--- config.mk ---
export PLATFORM = sky130hd
export DESIGN_NAME = ht_multi_port
export DESIGN_NICKNAME = d
export VERILOG_FILES = /design/src/rtl/hash_table_pkg.sv /design/src/rtl/ht_tag_fifo.sv /design/src/rtl/ht_multi_port.sv
export SDC_FILE = /design/constraint.sdc
export NUM_CORES = 1
export LEC_CHECK = 0
export BUFFER_PORTS_ARGS = -buffer_cell sky130_fd_sc_hd__buf_4
export CAP_MARGIN = 10
export CORE_MARGIN = 2
export CORE_UTILIZATION = 46
export DETAILED_ROUTE_END_ITERATION = 10
export PLACE_DENSITY = 0.89
export SYNTH_ARGS = -nofsm -noshare
export SYNTH_HDL_FRONTEND = slang
export SYNTH_SLANG_ARGS = --single-unit
--- constraint.sdc ---
create_clock -name clk_i -period 4.1 [get_ports clk_i]
set_input_delay 0.82 -clock clk_i [delete_from_list [all_inputs] [get_ports clk_i]]
set_output_delay 0.82 -clock clk_i [all_outputs]
set_load 0.005 [all_outputs]
--- src/rtl/hash_table_pkg.sv ---
// Shared types for the hash-table front end.
//   ht_op_t        : command opcode (OP_INIT clears the table and must run alone)
//   ht_command_t   : command handed to the hash table
//   ht_result_t    : result returned by the hash table
//   ht_chan_idx_t  : channel index, wide enough for the largest supported channel count
//   ARB_RR / ARB_FIXED : accepted values of the ARB_MODE parameter
package hash_table_pkg;

    localparam int MAX_CHANNELS = 16;

    typedef enum logic [1:0] {
        OP_INIT   = 2'd0,
        OP_INSERT = 2'd1,
        OP_LOOKUP = 2'd2,
        OP_DELETE = 2'd3
    } ht_op_t;

    typedef struct packed {
        ht_op_t      opcode;
        logic [15:0] key;
        logic [15:0] value;
    } ht_command_t;

    typedef struct packed {
        logic        hit;
        logic [15:0] value;
    } ht_result_t;

    typedef logic [$clog2(MAX_CHANNELS)-1:0] ht_chan_idx_t;

    localparam string ARB_RR    = "rr";
    localparam string ARB_FIXED = "fixed";

endpackage

--- src/rtl/ht_tag_fifo.sv ---
// In-order tag FIFO: remembers which channel issued each outstanding command
// so results can be routed back in issue order.
//   clk_i, rst_i : clock, asynchronous active-high reset (pointers and count clear)
//   push, push_data : enqueue a channel index (ignored when full)
//   pop          : dequeue the head entry (ignored when empty)
//   full, empty  : status flags
//   count        : number of entries held
//   head         : channel index at the front of the queue
module ht_tag_fifo
    import hash_table_pkg::*;
#(
    parameter int DEPTH = 16
) (
    input  logic                       clk_i,
    input  logic                       rst_i,
    input  logic                       push,
    input  ht_chan_idx_t               push_data,
    input  logic                       pop,
    output logic                       full,
    output logic                       empty,
    output logic [$clog2(DEPTH+1)-1:0] count,
    output ht_chan_idx_t               head
);

    localparam int AW = $clog2(DEPTH);
    localparam int CW = $clog2(DEPTH + 1);

    logic [AW-1:0] wr_ptr;
    logic [AW-1:0] rd_ptr;
    ht_chan_idx_t  mem [DEPTH];
    logic          do_push;
    logic          do_pop;

    assign full    = (count == CW'(DEPTH));
    assign empty   = (count == '0);
    assign do_push = push && !full;
    assign do_pop  = pop && !empty;
    assign head    = mem[rd_ptr];

    // DEPTH is a power of two, so pointers wrap by natural overflow.
    always_ff @(posedge clk_i or posedge rst_i) begin
        if (rst_i) begin
            wr_ptr <= '0;
            rd_ptr <= '0;
            count  <= '0;
        end else begin
            if (do_push) wr_ptr <= wr_ptr + 1'b1;
            if (do_pop)  rd_ptr <= rd_ptr + 1'b1;
            case ({do_push, do_pop})
                2'b10:   count <= count + 1'b1;
                2'b01:   count <= count - 1'b1;
                default: count <= count;
            endcase
        end
    end

    always_ff @(posedge clk_i) begin
        if (do_push) mem[wr_ptr] <= push_data;
    end

endmodule

--- src/rtl/ht_multi_port.sv ---
// Multi-port front end for a single hash table: arbitrates CHANNELS command
// sources onto one registered command port and routes in-order results back
// to the issuing channel using a tag FIFO.
//   clk_i, rst_i          : clock, asynchronous active-high reset
//   cmd_i/cmd_valid_i/cmd_ready_o       : per-channel command handshake
//   ht_cmd_o/ht_cmd_valid_o/ht_cmd_ready_i : registered command to hash table
//   ht_res_i/ht_res_valid_i/ht_res_ready_o : result from hash table
//   res_o/res_valid_o/res_ready_i       : per-channel result handshake
//   outstanding_o         : tags currently held
//   err_o                 : sticky, a result arrived with no tag held
// Handshakes: a transfer happens on a cycle where valid and ready are both 1;
// a producer holds its payload stable while valid=1 and ready=0.
module ht_multi_port
    import hash_table_pkg::*;
#(
    parameter int    CHANNELS        = 4,
    parameter int    MAX_OUTSTANDING = 16,
    parameter string ARB_MODE        = ARB_RR
) (
    input  logic                                 clk_i,
    input  logic                                 rst_i,
    input  ht_command_t                          cmd_i [CHANNELS],
    input  logic [CHANNELS-1:0]                  cmd_valid_i,
    output logic [CHANNELS-1:0]                  cmd_ready_o,
    output ht_command_t                          ht_cmd_o,
    output logic                                 ht_cmd_valid_o,
    input  logic                                 ht_cmd_ready_i,
    input  ht_result_t                           ht_res_i,
    input  logic                                 ht_res_valid_i,
    output logic                                 ht_res_ready_o,
    output ht_result_t                           res_o [CHANNELS],
    output logic [CHANNELS-1:0]                  res_valid_o,
    input  logic [CHANNELS-1:0]                  res_ready_i,
    output logic [$clog2(MAX_OUTSTANDING+1)-1:0] outstanding_o,
    output logic                                 err_o
);

    localparam bit FIXED_ARB = (ARB_MODE == ARB_FIXED);

    ht_chan_idx_t        rr_ptr;
    logic [CHANNELS-1:0] eligible;
    logic                can_accept;
    logic                lo_found;
    ht_chan_idx_t        lo_idx;
    logic                hi_found;
    ht_chan_idx_t        hi_idx;
    ht_chan_idx_t        grant_idx;
    logic                grant;
    ht_command_t         grant_cmd;

    logic                fifo_full;
    logic                fifo_empty;
    ht_chan_idx_t        fifo_head;
    logic                pop;

    // ---------------- arbiter ----------------
    // An OP_INIT may only issue into an empty pipeline; otherwise the channel
    // simply drops out of this cycle's arbitration.
    always_comb begin
        eligible = '0;
        for (int j = 0; j < CHANNELS; j++) begin
            eligible[j] = cmd_valid_i[j] &&
                          !((cmd_i[j].opcode == OP_INIT) && !fifo_empty);
        end
    end

    assign can_accept = !rst_i && (!ht_cmd_valid_o || ht_cmd_ready_i) && !fifo_full;

    // Round-robin as two priority scans: first eligible at or above rr_ptr,
    // falling back to the lowest eligible index (which is also fixed mode).
    always_comb begin
        lo_found = 1'b0;
        lo_idx   = '0;
        hi_found = 1'b0;
        hi_idx   = '0;
        for (int j = 0; j < CHANNELS; j++) begin
            if (!lo_found && eligible[j]) begin
                lo_found = 1'b1;
                lo_idx   = ht_chan_idx_t'(j);
            end
            if (!hi_found && eligible[j] && (ht_chan_idx_t'(j) >= rr_ptr)) begin
                hi_found = 1'b1;
                hi_idx   = ht_chan_idx_t'(j);
            end
        end
    end

    assign grant_idx = (!FIXED_ARB && hi_found) ? hi_idx : lo_idx;
    assign grant     = can_accept && lo_found;

    always_comb begin
        cmd_ready_o = '0;
        grant_cmd   = '0;
        for (int j = 0; j < CHANNELS; j++) begin
            if (grant_idx == ht_chan_idx_t'(j)) begin
                cmd_ready_o[j] = grant;
                grant_cmd      = cmd_i[j];
            end
        end
    end

    always_ff @(posedge clk_i or posedge rst_i) begin
        if (rst_i) begin
            rr_ptr <= '0;
        end else if (grant) begin
            rr_ptr <= (grant_idx == ht_chan_idx_t'(CHANNELS - 1)) ? '0 : grant_idx + 1'b1;
        end
    end

    // ---------------- command output register ----------------
    always_ff @(posedge clk_i or posedge rst_i) begin
        if (rst_i) begin
            ht_cmd_valid_o <= 1'b0;
            ht_cmd_o       <= '0;
        end else if (grant) begin
            ht_cmd_valid_o <= 1'b1;
            ht_cmd_o       <= grant_cmd;
        end else if (ht_cmd_ready_i) begin
            ht_cmd_valid_o <= 1'b0;
        end
    end

    // ---------------- tag FIFO ----------------
    ht_tag_fifo #(
        .DEPTH(MAX_OUTSTANDING)
    ) u_tag_fifo (
        .clk_i    (clk_i),
        .rst_i    (rst_i),
        .push     (grant),
        .push_data(grant_idx),
        .pop      (pop),
        .full     (fifo_full),
        .empty    (fifo_empty),
        .count    (outstanding_o),
        .head     (fifo_head)
    );

    // ---------------- result routing ----------------
    // With no tag held the result has no owner: accept and drop it.
    always_comb begin
        res_valid_o    = '0;
        ht_res_ready_o = 1'b1;
        if (!fifo_empty) begin
            for (int j = 0; j < CHANNELS; j++) begin
                if (fifo_head == ht_chan_idx_t'(j)) begin
                    res_valid_o[j] = ht_res_valid_i;
                    ht_res_ready_o = res_ready_i[j];
                end
            end
        end
    end

    always_comb begin
        for (int j = 0; j < CHANNELS; j++) begin
            res_o[j] = ht_res_i;
        end
    end

    assign pop = ht_res_valid_i && ht_res_ready_o && !fifo_empty;

    always_ff @(posedge clk_i or posedge rst_i) begin
        if (rst_i) begin
            err_o <= 1'b0;
        end else if (ht_res_valid_i && fifo_empty) begin
            err_o <= 1'b1;
        end
    end

endmodule
# Word-level counts from Yosys, hierarchy flattened
# Memory sizes are Yosys's and may differ from the RTL's.
# Cells that the tools add are included.
classes:
  add_sub_neg: 5
  order_cmp: 4
  n_eq_ne: 9
  n_mux: 39
  reduce_logical: 50
ops:
  columns: ["operator", "count"]
  rows:
  - ["34-bit two-way mux", 4]
  - ["4-bit two-way mux", 7]
  - ["1-bit two-way mux", 27]
  - ["1-bit logical AND", 26]
  - ["4-bit by 2-bit equality test with 1-bit output (second input constant)", 4]
  - ["1-bit logical NOT", 14]
  - ["4-bit by 1-bit adder with 4-bit output (second input constant)", 3]
  - ["5-bit case mux with 2 select lines", 1]
  - ["4-bit by 1-bit equality test with 1-bit output (second input constant)", 2]
  - ["1-bit by 4-bit >= comparator with 1-bit output (first input constant)", 2]
  - ["2-bit by 4-bit >= comparator with 1-bit output (first input constant)", 2]
  - ["2-bit logical NOT", 4]
  - ["4-bit logical NOT", 2]
  - ["5-bit by 1-bit adder with 5-bit output (second input constant)", 1]
  - ["5-bit equality test (second input constant)", 1]
  - ["5-bit logical NOT", 1]
  - ["5-bit by 1-bit subtractor with 5-bit output (second input constant)", 1]
  - ["2-bit nonzero test", 2]
  - ["2-bit by 1-bit equality test with 1-bit output (second input constant)", 1]
  - ["2-bit equality test (second input constant)", 1]
  - ["1-bit logical OR", 1]
totals:
  ff_bits: 53
  ram_bits: 64
  input_bits: 165
  output_inout_bits: 118
  word_cells: 117
  memories: 1
mem_list:
  columns: ["name", "words", "word_bits", "read_ports", "rd_clocked_by_memory_dff", "write_ports", "line", "rtl"]
  rows:
  - ["u_tag_fifo.mem", 16, 4, 1, 0, 1, "ht_tag_fifo.sv:30", "ht_chan_idx_t mem [DEPTH];"]

# Logic depth before layout (Yosys ltp)
# Gate-level depths: netlist of run 1.
logic_depth:
  word_depth: 25
  ltp_mapped: 15
  mapped_depth_nobuf: 13

# Hierarchy
# A second synthesis of run 1 with hierarchy kept.
unflattened:
  cells_unflattened: 567
  area_unflattened_um2: 6500.0
modules_own_cells:
  columns: ["module", "n_inst", "cells_per_inst", "area_each_um2", "seq_area_each_um2"]
  rows:
  - ["ht_tag_fifo", 1, 214, 3343.2, 2247.2]
  - ["ht_multi_port", 1, 353, 3156.8, 950.9]

# Least setup slack after synthesis of run 1
# No wires, ideal clock.
synth_timing:
  kind: "register to output"
  startpoint: "register u_tag_fifo.count[3]"
  endpoint: "output cmd_ready_o[2]"
  t_arrival_ns: 3.073
  required_ns: 3.280
  slack_ns: 0.207
  stages_incl_launch_ff: 12
  path_buffers: 3
  cell_sequence: "dfrtp_1 -> or4_1 -> nor2_4 -> o31ai_1 -> mux2_2 -> o221a_2 -> inv_1 -> ha_1 -> clkbuf_1 -> clkbuf_1 -> clkbuf_1 -> and2_1"
synth_between:
  elab_chain_cells: 22
  elab_cells_between_ends: 51
  cone_classes: "eq/ne: 2; mux: 16; reduce/logical: 33"
synth_lines:
  columns: ["element", "line", "rtl"]
  rows:
  - ["start, declared", "ht_tag_fifo.sv:21", "output logic [$clog2(DEPTH+1)-1:0] count,"]
  - ["start signal, assigned", "ht_tag_fifo.sv:50", "2'b10: count <= count + 1'b1;"]
  - ["start signal, assigned", "ht_tag_fifo.sv:51", "2'b01: count <= count - 1'b1;"]
  - ["start signal, assigned", "ht_tag_fifo.sv:52", "default: count <= count;"]
  - ["5-bit logical NOT *", "ht_tag_fifo.sv:35", "assign empty = (count == '0);"]
  - ["1-bit logical NOT *", "ht_multi_port.sv:63", "!((cmd_i[j].opcode == OP_INIT) && !fifo_empty);"]
  - ["1-bit logical AND", "ht_multi_port.sv:63", null]
  - ["1-bit logical NOT", "ht_multi_port.sv:63", null]
  - ["1-bit logical AND", "ht_multi_port.sv:62", "eligible[j] = cmd_valid_i[j] &&"]
  - ["1-bit logical AND", "ht_multi_port.sv:81", "if (!hi_found && eligible[j] && (ht_chan_idx_t'(j) >= rr_ptr)) begin"]
  - ["1-bit two-way mux", "ht_multi_port.sv:81", null]
  - ["1-bit logical NOT", "ht_multi_port.sv:81", null]
  - ["[6 not listed]", null, null]
  - ["1-bit two-way mux", "ht_multi_port.sv:81", null]
  - ["1-bit logical NOT", "ht_multi_port.sv:81", null]
  - ["1-bit logical AND (2 in series)", "ht_multi_port.sv:81", null]
  - ["4-bit two-way mux / 1-bit two-way mux (equally long branches)", "ht_multi_port.sv:81", null]
  - ["4-bit two-way mux *", "ht_multi_port.sv:88", "assign grant_idx = (!FIXED_ARB && hi_found) ? hi_idx : lo_idx;"]
  - ["net grant_idx[0]", "ht_multi_port.sv:47", "ht_chan_idx_t grant_idx;"]
  - ["4-bit by 2-bit equality test with 1-bit output *", "ht_multi_port.sv:95", "if (grant_idx == ht_chan_idx_t'(j)) begin"]
  - ["1-bit two-way mux *", "ht_multi_port.sv:95", null]
  - ["end, declared", "ht_multi_port.sv:24", "output logic [CHANNELS-1:0] cmd_ready_o,"]
# The timed path passes the listed nets; every way through them passes the cells marked *.

# Worst setup path in the final report of run 1
layout_timing:
  startpoint: "register u_tag_fifo.count[3]"
  endpoint: "output cmd_ready_o[0]"
layout_between:
  elab_chain_cells: 22
  elab_cells_between_ends: 51
  cone_classes: "eq/ne: 1; mux: 16; reduce/logical: 34"
layout_lines:
  columns: ["element", "line"]
  rows:
  - ["5-bit logical NOT *", "ht_tag_fifo.sv:35"]
  - ["1-bit logical NOT *", "ht_multi_port.sv:63"]
  - ["1-bit logical AND", "ht_multi_port.sv:63"]
  - ["1-bit logical NOT", "ht_multi_port.sv:63"]
  - ["1-bit logical AND", "ht_multi_port.sv:62"]
  - ["1-bit logical AND", "ht_multi_port.sv:81"]
  - ["1-bit two-way mux", "ht_multi_port.sv:81"]
  - ["1-bit logical NOT", "ht_multi_port.sv:81"]
  - ["[6 not listed]", null]
  - ["1-bit two-way mux", "ht_multi_port.sv:81"]
  - ["1-bit logical NOT", "ht_multi_port.sv:81"]
  - ["1-bit logical AND (2 in series)", "ht_multi_port.sv:81"]
  - ["4-bit two-way mux / 1-bit two-way mux (equally long branches)", "ht_multi_port.sv:81"]
  - ["4-bit two-way mux *", "ht_multi_port.sv:88"]
  - ["net grant_idx[0]", "ht_multi_port.sv:47"]
  - ["4-bit logical NOT *", "ht_multi_port.sv:95"]
  - ["1-bit two-way mux *", "ht_multi_port.sv:95"]
# Marked as above.

==> metrics.yaml, run 1 <==
clock_network:
  clk_latency_ns: 0.34
  htreeDepth: 3
  cts_inserted_buffers: 9
  cts_tree: "yes"
  cts_buffer_depth: 2
  cts_setup_buffers: 0
  clock-sinks: 83
  cts.repair.resized: 0
  holdBufCountCts: 0
  root_buffer: "clkbuf_16"
  clkTransAtPathRegs_ns: 0.07
grt:
  grt_overflow: 0
  grt_max_degree: 69
  grt_pass1_wl_mm: 22.9
  use_met1_pct: 26.9
  gr-max-usage-layer: "met2"
  antenna_found_initial: 0
  grt_usage_pct: 22.9
  grt_use_met2_pct: 39.0
  grt_pass1_vias: 4637
  grt_use_met3_pct: 6.10
logic_synthesis:
  synth_edf_count: 32
  ys_seq_elements: 83
  synth_area_per_cell_sq_um: 8.90
  yosysUniqueCellTypes: 50
  synth_cells: 601
  ys_seq_area_share_pct: 41.8
  synth_top_flop_cell: "dfrtp_1"
  synth.cell_area_sq_um: 5350
  synth_warnings: 0
  syn_nets: 780
  async_flop_share_pct: 61.4
sta:
  worst_pin_slew_ns: 0.843
  hold_violations: 0
  fmax_ghz: 0.254
  fin_ws_ns: 0.161
  slew_viol_final: 0
  setup_viol: 0
  finalCritPeriodShare_pct: 96.1
  skew_ns: 0.00975
  rsz0062_at_grt: "no"
  fin_crit_ns: 3.94
  setup_tns_ns: 0
  relSlewSlack_pct: 43.8
die:
  start_util_pct: 47.1
  fp-row-count: 39
  dieArea_sq_um: 12500
  die_width_um: 112
  pin_count: 283
  die_h_um: 112
  core_sq_um: 11400
critical_path:
  critPathLaunchType: "register"
  worstPathRequired_ns: 3.28
  timing_worst_setup_path_type: "register to output port"
  cp-end-kind: "output port"
  crit_arrival_ns: 3.12
  r2r_start: "u_tag_fifo.count[3]"
  cp_max_fo: 10
  reg2reg_to: "ht_cmd_o[0]"
  worstRegToRegCells: 14
  rrSetupSlack_ns: 0.45
route:
  drc: 0
  vias_per_cell: 5.45
  drtPass1Iterations: 5
  wire_per_inst_um: 16.8
  drtAntennaViolNets: 0
  vias: 4674
  drt_wl_total_mm: 14.4
  first_iter_violations: 328
min_path:
  holdCritPathClass: "register to register"
  holdPathEnd: "err_o"
  worstHoldStart: "err_o"
  hold_path_depth: 1
pwr:
  pwr_density_cell_nw_per_um2: 678
  p_leak_nw: 2.92
  ir_drop_uv: 354
cells_and_area:
  area_delta_synth_final_pct: 25.9
  layout_common_cells: "buf_4 (206), a21oi_1 (139), nor2_1 (85)"
  fill_cells: 948
  layout_commonest_cell: "buf_4"
  drive_gt1_share_pct: 34.8
  nets: 889
  antennaDiodeCount: 0
place:
  hpwl_mm: 10.8
  pre_cts_slack_ns: 0.431
  place_congestion: 0.873
  port_buffers: 197
job:
  drv_cap: 0
outcome:
  status: "complete, no violations"
-- synth_stat cells, types with 4 or more instances --
cell | instances | area share (%)
a21oi_1 | 139 | 13
and2_1 | 5 | 0.58
buf_2 | 9 | 0.84
buf_4 | 69 | 9.7
clkbuf_1 | 28 | 2.0
dfrtp_1 | 51 | 24
edfxtp_1 | 32 | 18
ha_1 | 13 | 3.0
inv_1 | 6 | 0.42
mux4_2 | 9 | 3.8
nand2_1 | 43 | 3.0
nand3_1 | 4 | 0.37
nand3b_1 | 34 | 4.8
nor2_1 | 85 | 6.0
nor3_1 | 6 | 0.56
o21ai_0 | 9 | 0.84
o31ai_1 | 4 | 0.56
xnor2_1 | 7 | 1.1
xor2_1 | 4 | 0.65
-- power breakdown --
part           switching, W  total (W)  internal (W)  leakage (nW)
logic               0.00118    0.00231       0.00113          1.89
registers          0.000273    0.00145       0.00118         0.882
clock network      0.000352   0.000805      0.000452         0.143
-- metal layers --
layer	routed length, um	vias up
li1	-	2252
met5	0	-
met4	669	0
met1	5510	2175
met2	7090	190
met3	1110	57
-- per-stage QoR --
stage	cell area [sq um]	total power, W	hold WS (ns)	util, %	instances
floorplan	5350	0.00292	0.451	-	601
global placement	6420	0.00366	0.466	56.5	841
detailed placement	6420	0.00374	0.468	56.5	841
CTS	6720	0.00456	0.486	59.1	857
global route	6740	0.00492	0.506	59.3	858
finish	6740	0.00457	0.476	59.3	858
-- layout make-up --
class                   count  area, sq um  area share [%]
well taps                 143          179            2.66
inverters                   7         27.5           0.409
repair buffers            207         1570            23.2
clock inverters             6         43.8           0.650
clock buffers              10          250            3.71
flip-flops and latches     83         2240            33.2
multi-input cells         402         2430            36.1
-- registers in the layout (all words and copies together), names as in the netlist --
name and flops:
u_tag_fifo.rd_ptr 4, ht_cmd_o 34, ht_cmd_valid_o 1, u_tag_fifo.mem 32
err_o 1, u_tag_fifo.count 5, rr_ptr 2, u_tag_fifo.wr_ptr 4
-- worst max-delay path by stage --
stage                             start        endpoint  cells after the start
floorplan           u_tag_fifo.count[3]  cmd_ready_o[2]                     11
global placement             cmd_i[134]  cmd_ready_o[0]                      8
detailed placement            cmd_i[67]  cmd_ready_o[0]                      8
CTS                 u_tag_fifo.count[3]  cmd_ready_o[0]                      9
global route        u_tag_fifo.count[3]  cmd_ready_o[0]                      9
finish              u_tag_fifo.count[3]  cmd_ready_o[0]                      9
-- cells by family (layout without fill, tap and decap cells) --
family / Yosys count / count (layout) / share of synthesized area [%]
simple gates: 193 / 193 / 17.5
compound gates: 170 / 171 / 17.3
buf+inv: 117 / 230 / 13.4
flops: 83 / 83 / 41.8
fa+ha+maj: 14 / 14 / 3.41
mux: 13 / 13 / 4.70
xor+xnor: 11 / 11 / 1.80
-- worst max-delay path, stage by stage (launching register included) --
cell and delay [ns]:
dfrtp_1 0.41, or4_1 0.62, nor2_4 0.27, o31ai_1 0.22, o21ai_1 0.32, o221a_4 0.33, inv_1 0.09, ha_1 0.24
and2_1 0.15, buf_4 0.13
Note: power is estimated with default switching activity, not from simulation.
==> run 2, diff against run 1 <==
--- a/config.mk
+++ b/config.mk
@@ -5,12 +5,13 @@
 export SDC_FILE = /design/constraint.sdc
 export NUM_CORES = 1
 export LEC_CHECK = 0
+export ABC_AREA = 1
 export BUFFER_PORTS_ARGS = -buffer_cell sky130_fd_sc_hd__buf_4
 export CAP_MARGIN = 10
 export CORE_MARGIN = 2
 export CORE_UTILIZATION = 46
 export DETAILED_ROUTE_END_ITERATION = 10
-export PLACE_DENSITY = 0.89
+export PLACE_DENSITY = 0.88
 export SYNTH_ARGS = -nofsm -noshare
 export SYNTH_HDL_FRONTEND = slang
 export SYNTH_SLANG_ARGS = --single-unit
==> run 2 against run 1 <==
  * The flow now finishes with violations (design-rule violations)
  * Die area is 2.3% higher
  * First-iteration DRC count is 5.8% higher
  * Critical path depth up 8
  * Routed wire length up 7.7%
  * Sequential cell count did not move
  * Worst hold slack better by 0.012 ns
  * Sequential share of layout area is 0.37 points lower
  * Clock skew increased by 0.0086 ns
  * Critical endpoint is now cmd_ready_o[1]
==> metrics.yaml, run 2 <==
outcome:
  status: "finished with violations"
  violations: "design-rule violations"
critical_path:
  reg2reg_to: "ht_cmd_o[32]"
  cp-end-kind: "output port"
  critPathLaunchType: "register"
  crit_arrival_ns: 3.01
  timing_worst_setup_path_type: "register to output port"
  max_stage_delay_ns: 0.45
  r2r_start: "u_tag_fifo.count[0]"
  cp_max_fo: 18
  crit_top_cell: "nand3_2"
  critPathSlowestCell: "dfrtp_1"
  crit_path_cell_trace: "nor2_2 -> nand3_2 -> nor2_4 -> inv_2 -> nand3_2 -> nand2_1 -> inv_1 -> nand3_2 -> nand2_2 -> nor2_1 -> nand3_1 -> nand2_2 -> inv_1 -> ha_1 -> clkinv_1 -> nor2_1 -> buf_4"
  worstRegToRegCells: 24
  worstPathRequired_ns: 3.28
  rrSetupSlack_ns: 0.55
cells_and_area:
  regMostFlops: "ht_cmd_o"
  layout_commonest_cell: "buf_4"
  multi_input_area_sq_um: 2280
  fill_cells: 1021
  layout_common_cells: "buf_4 (209), nand2_1 (112), a21oi_1 (101)"
  post-route-util_pct: 59.2
  nets: 981
  drive_gt1_share_pct: 31.8
  seq_area_sq_um: 2240
  largest_reg_flops: 34
  antennaDiodeCount: 0
  top_regs: "ht_cmd_o: 34 flops, u_tag_fifo.mem: 32 flops, u_tag_fifo.count: 5 flops"
  area_delta_synth_final_pct: 24.4
logic_synthesis:
  synth_edf_count: 32
  ys_seq_area_share_pct: 40.8
  synth_most_common_cell: "nand2_1"
  yosys-top-cells-area: "dfrtp_1 (23%), edfxtp_1 (18%), buf_4 (9.5%)"
  synth_common_cells: "nand2_1 (112), a21oi_1 (101), buf_4 (69)"
  yosysTopAreaCell: "dfrtp_1"
  synth_cells: 688
  synth_area_per_cell_sq_um: 7.96
  synth_top_area_share_pct: 23.3
  synth.cell_area_sq_um: 5480
  syn_nets: 867
  ys_seq_elements: 83
  synth_warnings: 0
  yosysUniqueCellTypes: 36
  synth_top_flop_cell: "dfrtp_1"
  async_flop_share_pct: 61.4
pwr:
  power.total_w: 0.00481
  p_sw_share_pct: 43.9
  p_clk_share_pct: 17.1
  power.internal_w: 0.00270
  pwr-share-comb_pct: 54.6
  ir_drop_uv: 308
  p_leak_nw: 3.32
  p_switching_w: 0.00211
  pwr_density_cell_nw_per_um2: 706
  power.share.sequential_pct: 28.3
die:
  die_h_um: 113
  start_util_pct: 47.6
  fp-row-count: 39
  dieArea_sq_um: 12800
  pin_count: 283
  core_sq_um: 11500
  die_width_um: 113
sta:
  setup_viol: 0
  relSlewSlack_pct: 53.5
  fmax_ghz: 0.261
  fin_ws_ns: 0.269
  worst_pin_slew_ns: 0.697
  slew_viol_final: 0
  skew_ns: 0.0183
  finalCritPeriodShare_pct: 93.4
  fin_crit_ns: 3.83
  setup_tns_ns: 0
  rsz0062_at_grt: "no"
  hold_violations: 0
place:
  hpwl_mm: 11.5
  pre_cts_slack_ns: 0.595
  port_buffers: 197
  place_congestion: 0.934
route:
  first_iter_violations: 347
  drtPass1Iterations: 8
  drtAntennaViolNets: 0
  vias_per_cell: 5.26
  drc: 13
  vias: 5001
  wire_per_inst_um: 16.3
  drt_wl_total_mm: 15.5
clock_network:
  clock-sinks: 83
  cts_tree: "yes"
  holdBufCountCts: 0
  root_buffer: "clkbuf_16"
  htreeDepth: 3
  cts_inserted_buffers: 9
  cts.repair.resized: 0
  clk_latency_ns: 0.34
  clkTransAtPathRegs_ns: 0.07
  cts_buffer_depth: 2
  cts_setup_buffers: 0
grt:
  grt_max_degree: 52
  grt_usage_pct: 24.2
  grt_overflow: 0
  antenna_found_initial: 0
  grt_pass1_vias: 5067
  grt_pass1_wl_mm: 24.7
min_path:
  holdPathEnd: "rr_ptr[0]"
  worstHoldStart: "rr_ptr[0]"
  hold_path_depth: 2
  holdCritPathClass: "register to register"
job:
  drv_cap: 0
[run 2: cell count changes after synthesis, moves of 6 or more]
| cell | delta |
|---|---|
| xnor2_1 | -6 |
| nand2_1 | +69 |
| nand3_1 | +62 |
| nor2_1 | -60 |
| a21oi_1 | -38 |
| nand2_2 | +8 |
| buf_2 | -7 |
| nand3b_1 | -34 |
| inv_1 | +51 |
| o21ai_0 | +47 |
| o21ai_1 | +15 |
| mux4_2 | -9 |
[run 2: logic make-up (layout without fill, tap and decap cells)]
family	Yosys count	after routing	synth area share (%)
simple gates	225	225	18.4
compound gates	189	189	18.8
buf+inv	170	289	17.5
flops	83	83	40.8
fa+ha+maj	14	14	3.33
xor+xnor	7	7	1.12
[run 2: worst max path at each step]
stage                         from                  end  slack, ns  depth (start not counted)
2_1_floorplan                rst_i  u_tag_fifo.count[4]       0.15                         13
3_3_place_gp            cmd_i[135]       cmd_ready_o[1]       0.67                         16
3_5_place_dp            cmd_i[134]       cmd_ready_o[1]       0.59                         16
4_1_cts        u_tag_fifo.count[0]       cmd_ready_o[1]       0.25                         17
5_1_grt        u_tag_fifo.count[0]       cmd_ready_o[1]       0.01                         17
6_report       u_tag_fifo.count[0]       cmd_ready_o[1]       0.27                         17
[run 2: critical path: cells and delay by family, from the launching register on]
family                     cells  cell delay, ns
DFF                            1            0.45
adders and majority gates      1            0.27
and+or+nand+nor               11            1.12
buffers and inverters          5            0.83
[run 2: cell type report]
cell class / count / area share, %
multi-input combinational: 435 / 33.5
sequential: 83 / 32.8
timing repair buffer: 209 / 23.0
inverter: 64 / 3.53
clock buffer: 9 / 3.31
tap: 143 / 2.63
clock inverter: 7 / 1.14
[run 2: metal layers]
layer / vias up / global-route usage (%) / part of all wire (%)
li1: 2459 / - / -
met1: 2309 / 27.8 / 38
met2: 204 / 42.8 / 51
met3: 29 / 6.05 / 7.4
met4: 0 / 10.1 / 3.5
met5: - / 0 / 0
[run 2: stage by stage]
step           instance area (sq um)  hold WS, ns  cells
2_1_floorplan                   5480        0.449    688
3_3_place_gp                    6510        0.465    934
3_5_place_dp                    6510        0.473    934
4_1_cts                         6810        0.490    950
5_1_grt                         6810        0.497    950
6_report                        6810        0.488    950
[run 2: power groups by stage]
stage	sequential (W)	combinational (W)	clock, W
detailed placement	0.00137	0.00261	0
global route	0.00139	0.00294	0.000873
floorplan	0.00134	0.00179	0
CTS	0.00136	0.00262	0.000836
global placement	0.00136	0.00255	0
finish	0.00136	0.00262	0.000823
